--- src/rtl/seq_divider_4.sv ---
// Restoring unsigned divider: one quotient bit per clock, results and done pulse WIDTH cycles after start is accepted.
// No backpressure; start is only sampled while idle, so a busy request is dropped and must be re-issued.
module seq_divider_4 #(
  parameter int WIDTH = 4
) (
  input  logic             clk,
  input  logic             rst,
  input  logic             start,
  input  logic [WIDTH-1:0] dividend,
  input  logic [WIDTH-1:0] divisor,
  output logic             busy,
  output logic             done,
  output logic [WIDTH-1:0] quotient,
  output logic [WIDTH-1:0] remainder,
  output logic             div_by_zero
);

  localparam int CW = $clog2(WIDTH + 1);

  typedef enum logic {IDLE, RUN} state_t;

  state_t           state_q, state_d;
  logic [WIDTH:0]   a_q, a_d;
  logic [WIDTH-1:0] q_q, q_d;
  logic [WIDTH-1:0] d_q, d_d;
  logic [CW-1:0]    cnt_q, cnt_d;
  logic [WIDTH-1:0] quot_q, quot_d;
  logic [WIDTH-1:0] rem_q, rem_d;
  logic             dbz_q, dbz_d;
  logic             done_q, done_d;

  // One extra bit lets the trial-subtraction sign be taken straight from the MSB.
  logic [WIDTH+1:0] a_sh;
  logic [WIDTH+1:0] trial;

  always_comb begin
    state_d = state_q;
    a_d     = a_q;
    q_d     = q_q;
    d_d     = d_q;
    cnt_d   = cnt_q;
    quot_d  = quot_q;
    rem_d   = rem_q;
    dbz_d   = dbz_q;
    done_d  = 1'b0;
    a_sh    = {a_q, q_q[WIDTH-1]};
    trial   = a_sh - {2'b00, d_q};

    case (state_q)
      IDLE: begin
        if (start) begin
          a_d     = '0;
          q_d     = dividend;
          d_d     = divisor;
          cnt_d   = CW'(WIDTH);
          state_d = RUN;
        end
      end
      RUN: begin
        if (!trial[WIDTH+1]) begin
          a_d = trial[WIDTH:0];
          q_d = {q_q[WIDTH-2:0], 1'b1};
        end else begin
          a_d = a_sh[WIDTH:0];
          q_d = {q_q[WIDTH-2:0], 1'b0};
        end
        cnt_d = cnt_q - CW'(1);
        if (cnt_q == CW'(1)) begin
          state_d = IDLE;
          quot_d  = q_d;
          rem_d   = a_d[WIDTH-1:0];
          dbz_d   = (d_q == '0);
          done_d  = 1'b1;
        end
      end
      default: state_d = IDLE;
    endcase
  end

  always_ff @(posedge clk or posedge rst) begin
    if (rst) begin
      state_q <= IDLE;
      a_q     <= '0;
      q_q     <= '0;
      d_q     <= '0;
      cnt_q   <= '0;
      quot_q  <= '0;
      rem_q   <= '0;
      dbz_q   <= 1'b0;
      done_q  <= 1'b0;
    end else begin
      state_q <= state_d;
      a_q     <= a_d;
      q_q     <= q_d;
      d_q     <= d_d;
      cnt_q   <= cnt_d;
      quot_q  <= quot_d;
      rem_q   <= rem_d;
      dbz_q   <= dbz_d;
      done_q  <= done_d;
    end
  end

  assign busy        = (state_q == RUN);
  assign done        = done_q;
  assign quotient    = quot_q;
  assign remainder   = rem_q;
  assign div_by_zero = dbz_q;

endmodule

--- config.mk ---
export PLATFORM = sky130hd
export DESIGN_NAME = seq_divider_4
export DESIGN_NICKNAME = d
export VERILOG_FILES = /design/src/rtl/seq_divider_4.sv
export SDC_FILE = /design/constraint.sdc
export NUM_CORES = 1
export LEC_CHECK = 0
export ABC_AREA = 1
export CAP_MARGIN = 10
export CORE_MARGIN = 5
export CORE_UTILIZATION = 40
export CTS_CLUSTER_DIAMETER = 30
export DETAILED_ROUTE_END_ITERATION = 12
export PLACE_DENSITY = 0.72
export SETUP_SLACK_MARGIN = 0.3
export SYNTH_ARGS = -nofsm -noshare
export SYNTH_HDL_FRONTEND = slang
export SYNTH_SLANG_ARGS = --single-unit
--- constraint.sdc ---
create_clock -name clk -period 4.33 [get_ports clk]
set_clock_uncertainty 0.2 [all_clocks]
set_input_delay 1.0825 -clock clk [delete_from_list [all_inputs] [get_ports clk]]
set_output_delay 1.0825 -clock clk [all_outputs]
set_load 0.03 [all_outputs]
* After elaboration in Yosys (flattened, before gate mapping)
Index checks and enable logic that the tools add are counted.
** Storage, ports and cells
- Flip-flop bits (word level) :: 27
- Logic and storage cells :: 30
** Operators by class
- Add/sub/neg operators :: 2
- Eq/ne operators :: 2
- Muxes and demuxes :: 13
- Bitwise gates (word level) :: 1
- Reductions and logical operators :: 3
** Operator list (count)
- two-way mux 5 bit :: 2
- case mux 5 bit (2 select lines) :: 1
- case mux 4 bit (2 select lines) :: 1
- case mux 3 bit (2 select lines) :: 1
- subtractor 6 x 4 -> 6 bit :: 1
- two-way mux 1 bit :: 5
- zero test 4 bit :: 1
- two-way mux 4 bit :: 1
- AND reduction 2 bit :: 2
- == test 3 x 1 -> 1 bit, second input constant :: 1
- two-way mux 3 bit :: 1
- subtractor 3 x 1 -> 3 bit, second input constant :: 1
- inequality test 2 bit, second input constant :: 1
- case mux 1 bit (2 select lines) :: 1
- inverter 1 bit :: 1

* Longest topological paths before layout
- Word-level depth :: 3
- Mapped depth :: 12
- Gate-level depth less buffers :: 12

* Worst setup path before layout
OpenSTA, ideal clock, no wires.
- Path kind :: reg2out
- From :: register state_q, in the netlist busy
- To :: output busy
- Data arrival time :: 0.525 ns
- Data required time :: 3.048 ns
- Path slack :: 2.522 ns
- Stages on the path, launching flop included :: 1
- Cell sequence :: dfrtp_1
** RTL lines
- start, declared :: RTL line 22 : state_t state_q, state_d;
- start signal, assigned :: RTL line 92 : state_q <= state_d;
- end, declared :: RTL line 11 : output logic busy,
No word-level cell between the ends.

* Worst setup path in the final report
- From :: register state_q, in the netlist busy
- To :: output busy
No word-level cell between the ends.

==> metrics.md <==
| Metric | Value |
|---|---|
| Status | `finished, final reports clean` |
| Final core utilization | `0.501` |
| Post-synth EDFFs | `0` |
| Leakage | `~0.00085 uW` |
| Cell Area, Placed | `about 1700 um2` |
| Worst skew pair latency | `340 ps` |
| H-tree levels | `1` |
| Switching Fraction | `0.491` |
| Fraction of layout cells with a size suffix above 1 | `0.111` |
| Clock power frac | `0.074` |
| Clock sinks | `27` |
| RSZ-0062 raised after global routing | `false` |
| Grt met1 use | `0.169` |
| Max incr delay on CP | `between 700 and 800 ps` |
| Vias in the first global route | `approximately 1,100` |
| Via-to-Cell Ratio | `between 4 and 5` |
| Chip width | `between 60 and 70 um` |
| Share of flip-flops with an asynchronous set or reset | `1.00` |
| Cts repair resizes | `0` |
| Most used routing layer | `met2` |
| Crit-path cells | `clkdlybuf4s50_1` |
| Nets | `between 200 and 250` |
| Critical path class | `reg -> out` |
| Setup ws final | `roughly 1300 ps` |
| Post-synth top cells | `nand2_1 (56), dfrtp_1 (27), nand3_1 (23), inv_1 (19)` |
| Routed vias | `~1,100` |
| Routing usage on met2 | `0.197` |
| Antenna violations before repair | `0` |
| Overflow after GRT | `0` |
| Synth top area share | `0.474` |
| Rows | `21` |
| Die Height | `between 60 and 70 um` |
| Met3 usage | `0.0188` |
| Final Cell Area | `~1700 um2` |
| Syn nets | `186` |
| Number of max-cap violations | `0` |
| Pwr per Cell Area | `between 900 and 1000 nW/um2` |
| Primary FF master, synth | `dfrtp_1` |
| Top-count cell post-synth | `nand2_1` |
| Max Slew Vio Count | `0` |
| Core ar. | `3390 um2` |
| YS warnings | `0` |
| Pin count of the biggest net entering global routing | `28` |
| Comb pwr share | `0.615` |
| Overall Global Routing Usage | `0.120` |
| Worst path top cell family by delay | `buffers and inverters` |
| Setup crit start kind | `register` |
| Post-route ant nets | `0` |
| Hold-fix buffers at CTS | `0` |
| Register area share after synthesis | `0.474` |
| Final Hold Fails | `0` |
| Sequential power share | `0.311` |
| CP bufs+invs | `1` |
| Worst VDD drop | `around 0.00033 V` |
| Fin crit share | `0.691` |
| DRT Pass-1 Iters | `4` |
| Clock slew at reported path FFs | `between 150 and 200 ps` |
| First DRT Iteration DRCs | `22` |
| Leading area contributor after synthesis | `dfrtp_1` |
| HP Class | `reg -> reg` |
| CTS tree | `done` |
| Worst-margin pin slew | `around 990 ps` |
| Mapped Area | `~1400 um2` |
| Clk root buf | `clkbuf_4` |
| CP Capture Type | `output port` |
| Wire length per cell | `roughly 12 um` |
| WHS | `around 270 ps` |
| Setup Fix Bufs, Post-CTS | `0` |
| IO buf count | `21` |
| Area grow syn2layout | `19.1%` |
| Fmax achieved | `334 MHz` |
| Final Critical Period | `~3000 ps` |
| Routed WL | `roughly 2.7 mm` |
| Syn_area_per_cell | `around 8.5 um2` |
| Dominant cells by area after synthesis | `dfrtp_1 (47%), nand2_1 (15%), nand3_1 (8.1%)` |
| Worst Path Max Fanout | `14` |
| FF+latch count, synth | `27` |
| IO Count | `22` |
| First-pass GRT wire length | `a little under 5 mm` |
| Drt drc | `0` |
| Net load switching power | `765 uW` |
| TritonCTS Buffers | `3` |
| Placer congestion estimate | `0.832` |
| Die ar. | `around 5000 um2` |
| Internal power | `792 uW` |
| Setup TNS | `0 ps` |
| Synth cell types | `23` |
| Mapped Cells | `roughly 170` |
| CP Data Arrival Time | `between 1500 and 2000 ps` |
| CP required | `slightly above 3000 ps` |
| DP Worst Slack | `1710 ps` |
| N_diodes | `0` |
| Starting density of the core | `0.420` |
| CP max stage cell | `clkdlybuf4s50_1` |
| Setup violations, final | `0` |
| Slew Limit Headroom | `0.342` |
| Clk buf depth | `2` |
| Hpwl dp | `between 2 and 2.5 mm` |
## final timing paths
kind	start	to	slack [ps]	depth (start not counted)
min in group asynchronous	rst	quotient[1]$_DFFE_PP0P_	1060	2
worst min-delay path	d_q[2]$_DFFE_PP0P_	div_by_zero$_DFFE_PP0P_	270	1
worst max register to register	q_q[3]$_DFFE_PP0P_	a_q[4]$_DFFE_PP0P_	2390	12
worst max-delay path	busy$_DFF_PP0_	busy	1340	1
max in group asynchronous	rst	a_q[2]$_DFFE_PP0P_	2270	2
worst min register to register	d_q[2]$_DFFE_PP0P_	div_by_zero$_DFFE_PP0P_	270	1
## final cells by class
| class | instances | area (um2) |
|---|---|---|
| Timing Repair Buffer | 21 | 210 |
| Inverter | 23 | 86.3 |
| Clock buffer | 3 | 22.5 |
| Clock inverter | 1 | 7.51 |
| Multi-Input combinational cell | 114 | 638 |
| Sequential cell | 27 | 676 |
| Tap cell | 46 | 57.6 |
| Fill cell | 342 | 1690 |
## routing by layer
metal  vias up  wire length (um)
met5         -                 0
met2        30              1250
met3         2               157
li1        569                 -
met1       511              1310
met4         0                23
## power groups by stage
stage	Sequential, uW	Clock (uW)	Combinational, uW
6_report	484	115	958
5_1_grt	504	123	1090
4_1_cts	485	114	972
3_5_place_dp	491	0	970
3_3_place_gp	485	0	950
2_1_floorplan	554	0	671
## per-stage QoR
stage	total power, uW	instances
CTS	1570	235
floorplan	1230	168
detailed placement	1460	231
finish	1560	235
global route	1720	235
global placement	1430	231
## sequential cells by signal (all words and copies together), names as in the netlist
register,flops
cnt_q,3
done,1
remainder,4
div_by_zero,1
q_q,4
busy,1
d_q,4
quotient,4
a_q,5
## layout by cell type (no fill, tap or decap), drive strengths merged
cell type,n
nor2,6
clkbuf,3
fa,1
a31oi,1
o21ai,6
clkdlybuf4s50,21
xnor2,1
o41ai,1
o211ai,1
inv,23
nand3,28
dfrtp,27
clkinvlp,1
o22ai,1
ha,6
nand4,1
nand2,61
## cell families after synthesis
| logic type | share of synthesized area |
|---|---|
| AO/OA/AOI/OAI | 0.0413 |
| XOR/XNOR | 0.00615 |
| adder cells (fa/ha/maj) | 0.0667 |
| buffers and inverters | 0.0781 |
| flip-flops | 0.474 |
| AND/OR/NAND/NOR | 0.334 |
## worst register-to-register path, stage by stage, from the launching register on
cell and delay [ps]:
dfrtp_1 400, inv_1 100, ha_1 180, inv_2 40, fa_1 390, nand3_1 110, nand3_1 80, nand2_1 60
nand2_1 50, inv_1 40, nand3_1 70, nand3_1 80, nand2_1 50
No activity file was read; power rests on OpenSTA's default activity.
